==> src/rtl/ifu_pkg.sv <==
// Shared types and constants for the instruction fetch unit.
// Build option: define IFU_ALIGN_CHECK_EN to trap misaligned redirect targets.
package ifu_pkg;

    // Fetch control states: RUN fetches normally, HALT stops fetching until reset
    typedef enum logic {
        RUN  = 1'b0,
        HALT = 1'b1
    } ifu_state_e;

    // Byte distance between consecutive 32-bit instructions
    localparam logic [31:0] PC_INC = 32'd4;

    // First fetch address after reset unless the top overrides it
    localparam logic [31:0] DEFAULT_RESET_PC = 32'h0000_0000;

endpackage

==> src/rtl/ifu_fifo.sv <==
// Small circular instruction buffer with push/pop/flush and occupancy count.
// Head entry is read straight from storage registers, so there is no
// combinational path from the write data to the head output.
module ifu_fifo #(
    parameter int DEPTH = 2,
    parameter int WIDTH = 64
) (
    input  logic                   clk,
    input  logic                   rst_n,
    input  logic                   push,
    input  logic [WIDTH-1:0]       push_data,
    input  logic                   pop,
    input  logic                   flush,
    output logic [WIDTH-1:0]       head_data,
    output logic                   full,
    output logic                   empty,
    output logic [$clog2(DEPTH):0] count
);

    localparam int PTR_W = $clog2(DEPTH);
    localparam logic [PTR_W:0] FULL_CNT = (PTR_W + 1)'(DEPTH);

    logic [WIDTH-1:0] mem_q [DEPTH];
    logic [WIDTH-1:0] mem_d [DEPTH];
    logic [PTR_W-1:0] wr_ptr_q, wr_ptr_d;
    logic [PTR_W-1:0] rd_ptr_q, rd_ptr_d;
    logic [PTR_W:0]   count_q, count_d;
    logic             push_ok;
    logic             pop_ok;

    assign full      = (count_q == FULL_CNT);
    assign empty     = (count_q == '0);
    assign count     = count_q;
    assign head_data = empty ? '0 : mem_q[rd_ptr_q];

    // Pointer, storage and count update; flush wins, pointers wrap naturally
    // because DEPTH is a power of two
    always_comb begin
        mem_d    = mem_q;
        wr_ptr_d = wr_ptr_q;
        rd_ptr_d = rd_ptr_q;
        count_d  = count_q;
        pop_ok   = pop && !empty;
        push_ok  = push && (!full || pop_ok);
        if (flush) begin
            wr_ptr_d = '0;
            rd_ptr_d = '0;
            count_d  = '0;
        end else begin
            if (push_ok) begin
                mem_d[wr_ptr_q] = push_data;
                wr_ptr_d        = wr_ptr_q + 1'b1;
            end
            if (pop_ok) begin
                rd_ptr_d = rd_ptr_q + 1'b1;
            end
            case ({push_ok, pop_ok})
                2'b10:   count_d = count_q + 1'b1;
                2'b01:   count_d = count_q - 1'b1;
                default: count_d = count_q;
            endcase
        end
    end

    // Buffer state registers
    always_ff @(posedge clk or negedge rst_n) begin
        if (!rst_n) begin
            for (int i = 0; i < DEPTH; i++) begin
                mem_q[i] <= '0;
            end
            wr_ptr_q <= '0;
            rd_ptr_q <= '0;
            count_q  <= '0;
        end else begin
            mem_q    <= mem_d;
            wr_ptr_q <= wr_ptr_d;
            rd_ptr_q <= rd_ptr_d;
            count_q  <= count_d;
        end
    end

endmodule

==> src/rtl/instruction_fetch_unit.sv <==
// Instruction fetch unit: walks fetch_pc through a combinational-read
// instruction memory and queues {pc, instr} pairs for the decode stage.
// Build option: define IFU_ALIGN_CHECK_EN to fault and halt on a misaligned
// redirect target; otherwise the low two target bits are dropped.
module instruction_fetch_unit
    import ifu_pkg::*;
#(
    parameter logic [31:0] RESET_PC  = DEFAULT_RESET_PC,
    parameter int          BUF_DEPTH = 2
) (
    input  logic        clk,
    input  logic        rst_n,
    output logic [31:0] imem_addr,
    input  logic [31:0] imem_rdata,
    output logic        out_valid,
    input  logic        out_ready,
    output logic [31:0] out_instr,
    output logic [31:0] out_pc,
    input  logic        redirect_valid,
    input  logic [31:0] redirect_pc,
    output logic        fault
);

    localparam int CNT_W = $clog2(BUF_DEPTH) + 1;

    ifu_state_e        state_q, state_d;
    logic [31:0]       fetch_pc_q, fetch_pc_d;
    logic              fault_q, fault_d;
    logic              push;
    logic              pop;
    logic              flush;
    logic              fifo_full;
    logic              fifo_empty;
    logic [CNT_W-1:0]  fifo_count;
    logic [63:0]       head_data;
    logic [31:0]       redirect_target;
    logic              misaligned;

`ifdef IFU_ALIGN_CHECK_EN
    assign misaligned      = (redirect_pc[1:0] != 2'b00);
    assign redirect_target = redirect_pc;
`else
    assign misaligned      = 1'b0;
    assign redirect_target = redirect_pc & ~32'h3;
`endif

    assign imem_addr = fetch_pc_q;
    assign out_valid = (fifo_count != '0);
    assign out_pc    = head_data[63:32];
    assign out_instr = head_data[31:0];
    assign fault     = fault_q;

    ifu_fifo #(
        .DEPTH (BUF_DEPTH),
        .WIDTH (64)
    ) u_fifo (
        .clk       (clk),
        .rst_n     (rst_n),
        .push      (push),
        .push_data ({fetch_pc_q, imem_rdata}),
        .pop       (pop),
        .flush     (flush),
        .head_data (head_data),
        .full      (fifo_full),
        .empty     (fifo_empty),
        .count     (fifo_count)
    );

    // Next state: redirect flushes and overrides any handshake, otherwise
    // fetch whenever a slot is free (including one freed by this cycle's pop)
    always_comb begin
        state_d    = state_q;
        fetch_pc_d = fetch_pc_q;
        fault_d    = fault_q;
        push       = 1'b0;
        pop        = 1'b0;
        flush      = 1'b0;
        if (redirect_valid) begin
            flush = 1'b1;
            if (misaligned) begin
                fault_d = 1'b1;
                state_d = HALT;
            end else if (state_q == RUN) begin
                fetch_pc_d = redirect_target;
            end
        end else begin
            pop = !fifo_empty && out_ready;
            if ((state_q == RUN) && (!fifo_full || pop)) begin
                push       = 1'b1;
                fetch_pc_d = fetch_pc_q + PC_INC;
            end
        end
    end

    // Fetch control registers
    always_ff @(posedge clk or negedge rst_n) begin
        if (!rst_n) begin
            state_q    <= RUN;
            fetch_pc_q <= RESET_PC;
            fault_q    <= 1'b0;
        end else begin
            state_q    <= state_d;
            fetch_pc_q <= fetch_pc_d;
            fault_q    <= fault_d;
        end
    end

endmodule

==> config.mk <==
export PLATFORM = sky130hd
export DESIGN_NAME = instruction_fetch_unit
export DESIGN_NICKNAME = d
export VERILOG_FILES = /design/src/rtl/ifu_pkg.sv /design/src/rtl/ifu_fifo.sv /design/src/rtl/instruction_fetch_unit.sv
export SDC_FILE = /design/constraint.sdc
export NUM_CORES = 1
export LEC_CHECK = 0
export BUFFER_PORTS_ARGS = -buffer_cell sky130_fd_sc_hd__buf_2
export CORE_ASPECT_RATIO = 0.7
export CORE_MARGIN = 2
export CORE_UTILIZATION = 30
export CTS_CLUSTER_SIZE = 10
export DETAILED_ROUTE_END_ITERATION = 8
export GPL_TIMING_DRIVEN = 0
export MAX_ROUTING_LAYER = met4
export SLEW_MARGIN = 5
export SYNTH_ARGS = -nofsm -noshare
export SYNTH_HDL_FRONTEND = slang
export SYNTH_SLANG_ARGS = --single-unit
==> constraint.sdc <==
create_clock -name clk -period 4.2 [get_ports clk]
set_input_delay 0.84 -clock clk [delete_from_list [all_inputs] [get_ports clk]]
set_output_delay 0.84 -clock clk [all_outputs]
set_load 0.05 [all_outputs]
==> impl_metrics.csv, run 1 <==
group,metric,value,unit
sta,post-route-min-period,3.46,ns
yosys,ys_warn_count,0,
clocking,cts.clk_slew.worst_paths,0.06,ns
route,drt_pass1_iterations,4,
grt,grt_pass1_wl,31900,um
clocking,cts_tree,"done",
route,wl_per_cell,17.4,um
clocking,htree_levels,4,
floorplan,fp.dieH,137,um
final_layout,final_cell_area,9340,sq um
route,drtAntennaViolNets,0,
worst_setup_path,crit_family,"buffers and inverters",
grt,grt_use_total,16.2,%
sta,drv_slew,0,
clocking,clk_latency,0.42,ns
final_layout,n_fill_cell,2481,
power,total_power,8.00,mW
yosys,synth_mux_area_share,26.9,%
place,port_buffers,158,
place,dp_hpwl,14600,um
final_layout,n_antenna_cell,0,
route,wl,20100,um
worst_setup_path,setup.worst_path.class,"reg -> out",
yosys,syn-cell-area,7540,sq um
worst_setup_path,crit_start,"u_fifo.rd_ptr_q",
floorplan,start_util,30.5,%
worst_setup_path,crit_arrival,2.62,ns
floorplan,io_pins,166,
yosys,yosysUniqueCellTypes,42,
clocking,cts.sinks,158,
final_layout,fin_nets,889,
grt,antenna_found_initial,0,
sta,timing.final.hold_violations,0,
yosys,synthFlopType,"dfrtp_1",
floorplan,fp.dieArea,26400,sq um
worst_setup_path,slowest_stage,"buf_1",
yosys,synth-seq-area-share,52.4,%
final_layout,final_common_cell,"buf_2",
worst_setup_path,cp-start-kind,"flop",
route,first_iter_violations,250,
sta,rsz0062_at_grt,"no",
yosys,postSynthCellCount,636,
worst_setup_path,critical_path_required,3.36,ns
clocking,postCtsSetupBuffers,0,
clocking,clockBufferDepth,2,
sta,worst_pin_slew,0.890,ns
worst_setup_path,cp.buffers_inverters,3,
clocking,cts_buffers,17,
worst_setup_path,cp_max_fo,10,
clocking,ctsResizeCount,0,
hold_path,hold_path_class,"in -> async",
sta,slew_headroom,40.7,%
floorplan,die_width,193,um
clocking,hold_buffers,0,
sta,setup_ws,0.741,ns
final_layout,multi_input_area,3340,sq um
clocking,root_buffer,"clkbuf_16",
final_layout,regArea,3950,sq um
yosys,async_flop_share,100,%
yosys,synthSimpleGateAreaFrac,9.69,%
sta,fmax,289,MHz
sta,report.final.setup_viol,0,
grt,grt_overflow,0,
place,place.gp.congestion,0.794,
yosys,synth_compound_area_share,5.73,%
final_layout,synthToLayoutAreaGrowth,23.9,%
yosys,post_synth_fa_ha_maj_area_fraction,0.498,%
power,irDropWorstVdd,0.000440,V
place,place_ws,1.08,ns
outcome,status,"complete, no violations",
power,power.density,856,nW/um^2
worst_setup_path,rr_startpoint,"u_fifo.count[0]",
yosys,synthXorXnorAreaFrac,1.28,%
route,vias,5539,
worst_setup_path,critPathMaxStageDelay,0.73,ns
yosys,synth_top_family_by_area,"multiplexers",
worst_setup_path,critical_path.endpoint_type,"primary output",
flow_run,maxCapViolCount,0,
sta,clock_skew,0.00971,ns
yosys,synth_seq_cells,158,
route,drc,0,
sta,fin_tns_setup,0,ns
yosys,syn_area_per_cell,11.9,sq um
final_layout,utilization,37.8,%
yosys,synth_edf_count,0,
route,routed_via_density,4.79,
place,postPlaceCellArea,8790,sq um
power,cellLeakagePower,4.06,nW
grt,grt_pass1_vias,5644,
floorplan,coreArea,24700,sq um
grt,grt_max_degree,99,
final_layout,final_cell_mix,"buf_2, dfrtp_1, mux2_2, nor2_1, mux2i_1",
final_layout,drive_above_1_share,38.9,%
sta,finalCritPeriodShare,82.3,%
floorplan,core.rowCount,48,
worst_setup_path,path_cells,"clkbuf_1 > buf_1 > mux2i_1 > nor2_1 > buf_2",
-- cell usage after synthesis, drive strengths merged, types with 4 or more instances --
cell type	count	area, sq um
clkbuf	24	90.1
a2111o	4	45.0
a31oi	13	81.3
buf	21	115
nand3	13	70.1
or4	17	131
a211oi	4	35.0
o31ai	11	82.6
dfrtp	158	3950
nand2	25	93.8
nor2	84	315
mux2	124	1400
nand4	10	62.6
o211ai	4	30.0
inv	14	52.6
mux2i	63	631
o21ai	12	60.1
xnor2	10	87.6
-- area by class of cell --
cell class	instances	share of cell area, %
plain buffers	45	2.20
clock buffers	22	4.97
clock inverters	10	0.964
inverters	14	0.562
multi-input cells	423	35.8
flip-flops and latches	158	42.3
well taps	325	4.35
repair buffers	159	8.87
-- power breakdown --
part	internal (mW)	total (mW)	switching [mW]
Clock	0.845	1.48	0.630
Sequential	2.18	2.54	0.367
Combinational	1.30	3.98	2.68
-- layer usage --
layer / track usage (%) / vias up / wire, um
li1: - / 2636 / -
met1: 23.8 / 2746 / 10500
met2: 22.3 / 145 / 8290
met3: 3.99 / 12 / 1110
met4: 3.56 / 0 / 157
met5: - / - / 0
-- cells by family (layout without fill, tap and decap cells) --
family | count (synthesis) | after routing
mux | 187 | 187
flops | 158 | 158
simple gates | 158 | 158
compound gates | 59 | 59
buf+inv | 59 | 250
xor+xnor | 11 | 11
fa+ha+maj | 3 | 3
other cells | 1 | 5
-- registers in the layout, indices dropped and copies added, names as in the netlist --
| signal | cells |
|---|---|
| u_fifo.rd_ptr_q | 1 |
| u_fifo.count | 2 |
| u_fifo.wr_ptr_q | 1 |
| imem_addr | 30 |
| u_fifo.mem_q | 124 |
-- worst paths after layout --
kind	endpoint	slack (ns)	cells past startpoint
max	out_pc[22]	0.74	5
max reg2reg	u_fifo.mem_q[38]	1.47	8
min in group clk	u_fifo.mem_q[73]	0.49	1
max in group asynchronous	u_fifo.mem_q[55]	3.01	2
min	u_fifo.mem_q[88]	0.35	1
min reg2reg	u_fifo.mem_q[73]	0.49	1
-- stage by stage --
step,std cells,hold slack (ns)
2_1_floorplan,640,0.457
6_report,1156,0.348
3_5_place_dp,1124,0.478
4_1_cts,1156,0.351
3_3_place_gp,1123,0.471
5_1_grt,1156,0.360
-- worst register-to-register path, delay by kind of cell, from the launching register on --
kind	cells	cell delay, ns
adder cells (fa/ha/maj)	1	0.19
flip-flops	1	0.36
buffers and inverters	3	1.01
AND/OR/NAND/NOR	3	0.63
multiplexers	1	0.41
Note: power is estimated with default switching activity, not from simulation.
==> run 2: changes to the inputs <==
Clock period 4.2 ns to 3 ns, I/O delays scaled along.
==> run 2 against run 1 <==
  * Sequential share of layout area decreased by 0.051 points
  * Flip-flop and latch count unchanged
  * Power grew 40%
  * Die area unchanged
  * Largest cell class unchanged
  * Non-clock buffer count fell by 1
==> impl_metrics.csv, run 2 (synthesis gave the netlist of run 1 again) <==
group,metric,value,unit
outcome,status,"complete, no violations",
floorplan,io_pins,166,
route,wl_met3,1020,um
grt,grt_pass1_vias,5638,
sta,fmax,352,MHz
clocking,htree_levels,4,
clocking,root_buffer,"clkbuf_16",
clocking,cts_tree,"done",
route,top_layer,"met4",
clocking,cts.clk_slew.worst_paths,0.06,ns
power,irDropWorstVdd,0.000616,V
power,cellLeakagePower,4.08,nW
place,placed_cells,1124,
worst_setup_path,slowest_stage,"dfrtp_1",
worst_setup_path,critical_path.endpoint_type,"primary output",
worst_setup_path,cp_max_fo,10,
sta,rsz0062_at_grt,"no",
route,vias,5534,
worst_setup_path,crit_arrival,2.24,ns
route,wl,20000,um
route,routed_via_density,4.79,
final_layout,final_common_cell,"buf_2",
worst_setup_path,cp-start-kind,"flop",
place,place_ws,0.120,ns
grt,grt_pass1_wl,31900,um
sta,worst_pin_slew,0.879,ns
floorplan,start_util,30.5,%
grt,antenna_found_initial,0,
place,dp_hpwl,14600,um
route,drtAntennaViolNets,0,
sta,fin_tns_setup,0,ns
final_layout,n_fill_cell,2480,
final_layout,n_antenna_cell,0,
worst_setup_path,critical_path_required,2.40,ns
worst_setup_path,crit_family,"buffers and inverters",
grt,grt_use_total,16.2,%
clocking,clockBufferDepth,2,
clocking,postCtsSetupBuffers,0,
place,place.gp.congestion,0.794,
grt,grt_overflow,0,
power,power.density,1200,nW/um^2
clocking,ctsResizeCount,8,
route,first_iter_violations,249,
place,port_buffers,158,
final_layout,final_cell_area,9350,sq um
final_layout,synthToLayoutAreaGrowth,24.1,%
clocking,cts.sinks,158,
sta,timing.final.hold_violations,0,
sta,whs,0.108,ns
worst_setup_path,cp.buffers_inverters,2,
final_layout,drive_above_1_share,39.8,%
final_layout,final_cell_mix,"buf_2, dfrtp_1, mux2_2, nor2_1, mux2i_1",
worst_setup_path,setup.worst_path.class,"reg -> out",
hold_path,hold_path_class,"in -> async",
route,wl_met1,10500,um
grt,grt_max_degree,99,
floorplan,die_width,193,um
route,wl_per_cell,17.4,um
worst_setup_path,path_cells,"clkdlybuf4s15_2 > mux2i_1 > nor2_1 > buf_2",
clocking,hold_buffers,0,
place,postPlaceCellArea,8790,sq um
clocking,cts_buffers,17,
final_layout,fin_nets,888,
final_layout,final_cells,1155,
sta,post-route-min-period,2.84,ns
sta,drv_slew,0,
floorplan,fp.dieArea,26400,sq um
sta,report.final.setup_viol,0,
sta,clock_skew,0.00892,ns
worst_setup_path,critPathMaxStageDelay,0.68,ns
final_layout,multi_input_area,3340,sq um
floorplan,coreArea,24700,sq um
flow_run,maxCapViolCount,0,
sta,finalCritPeriodShare,94.7,%
route,drt_pass1_iterations,5,
final_layout,regMostFlops,"u_fifo.mem_q",
sta,setup_ws,0.160,ns
final_layout,regArea,3950,sq um
sta,slew_headroom,41.3,%
final_layout,largest_reg_flops,124,
clocking,clk_latency,0.42,ns
route,met2_length,8330,um
floorplan,core.rowCount,48,
route,drc,0,
floorplan,fp.dieH,137,um
## run 2: cell type report
cell class | instances | share of cell area, %
timing repair buffer | 159 | 8.85
inverter | 14 | 0.562
buffer | 44 | 2.31
multi-input combinational | 423 | 35.7
tap | 325 | 4.35
sequential | 158 | 42.3
clock buffer | 22 | 4.96
clock inverter | 10 | 0.963
## run 2: routing by layer
metal | vias to the layer above | global-route usage (%)
li1 | 2642 | -
met1 | 2743 | 23.8
met2 | 137 | 22.3
met3 | 12 | 3.99
met4 | 0 | 3.56
met5 | - | -
## run 2: worst paths after layout
kind,slack (ns),end,depth (start not counted),startpoint
worst max-delay path,0.16,out_pc[22],4,u_fifo.rd_ptr_q
worst min-delay path,0.11,u_fifo.mem_q[88],1,rst_n
worst max register to register,0.28,u_fifo.mem_q[38],8,u_fifo.count[0]
worst min register to register,0.49,u_fifo.mem_q[73],1,u_fifo.mem_q[73]
max in group asynchronous,2.04,u_fifo.mem_q[55],2,rst_n
min in group clk,0.38,imem_addr[16],3,redirect_pc[16]
## run 2: stage by stage
step	util [%]	total power, mW
after global placement	35.5	9.16
after detailed placement	35.6	9.24
after global routing	37.9	11.9
final	37.9	11.2
after CTS	37.9	11.3
after floorplan	-	7.83
## run 2: power by group
group	total, mW	switching, mW	internal, mW
combinational	5.54	3.73	1.82
sequential	3.58	0.537	3.05
clock	2.06	0.882	1.18
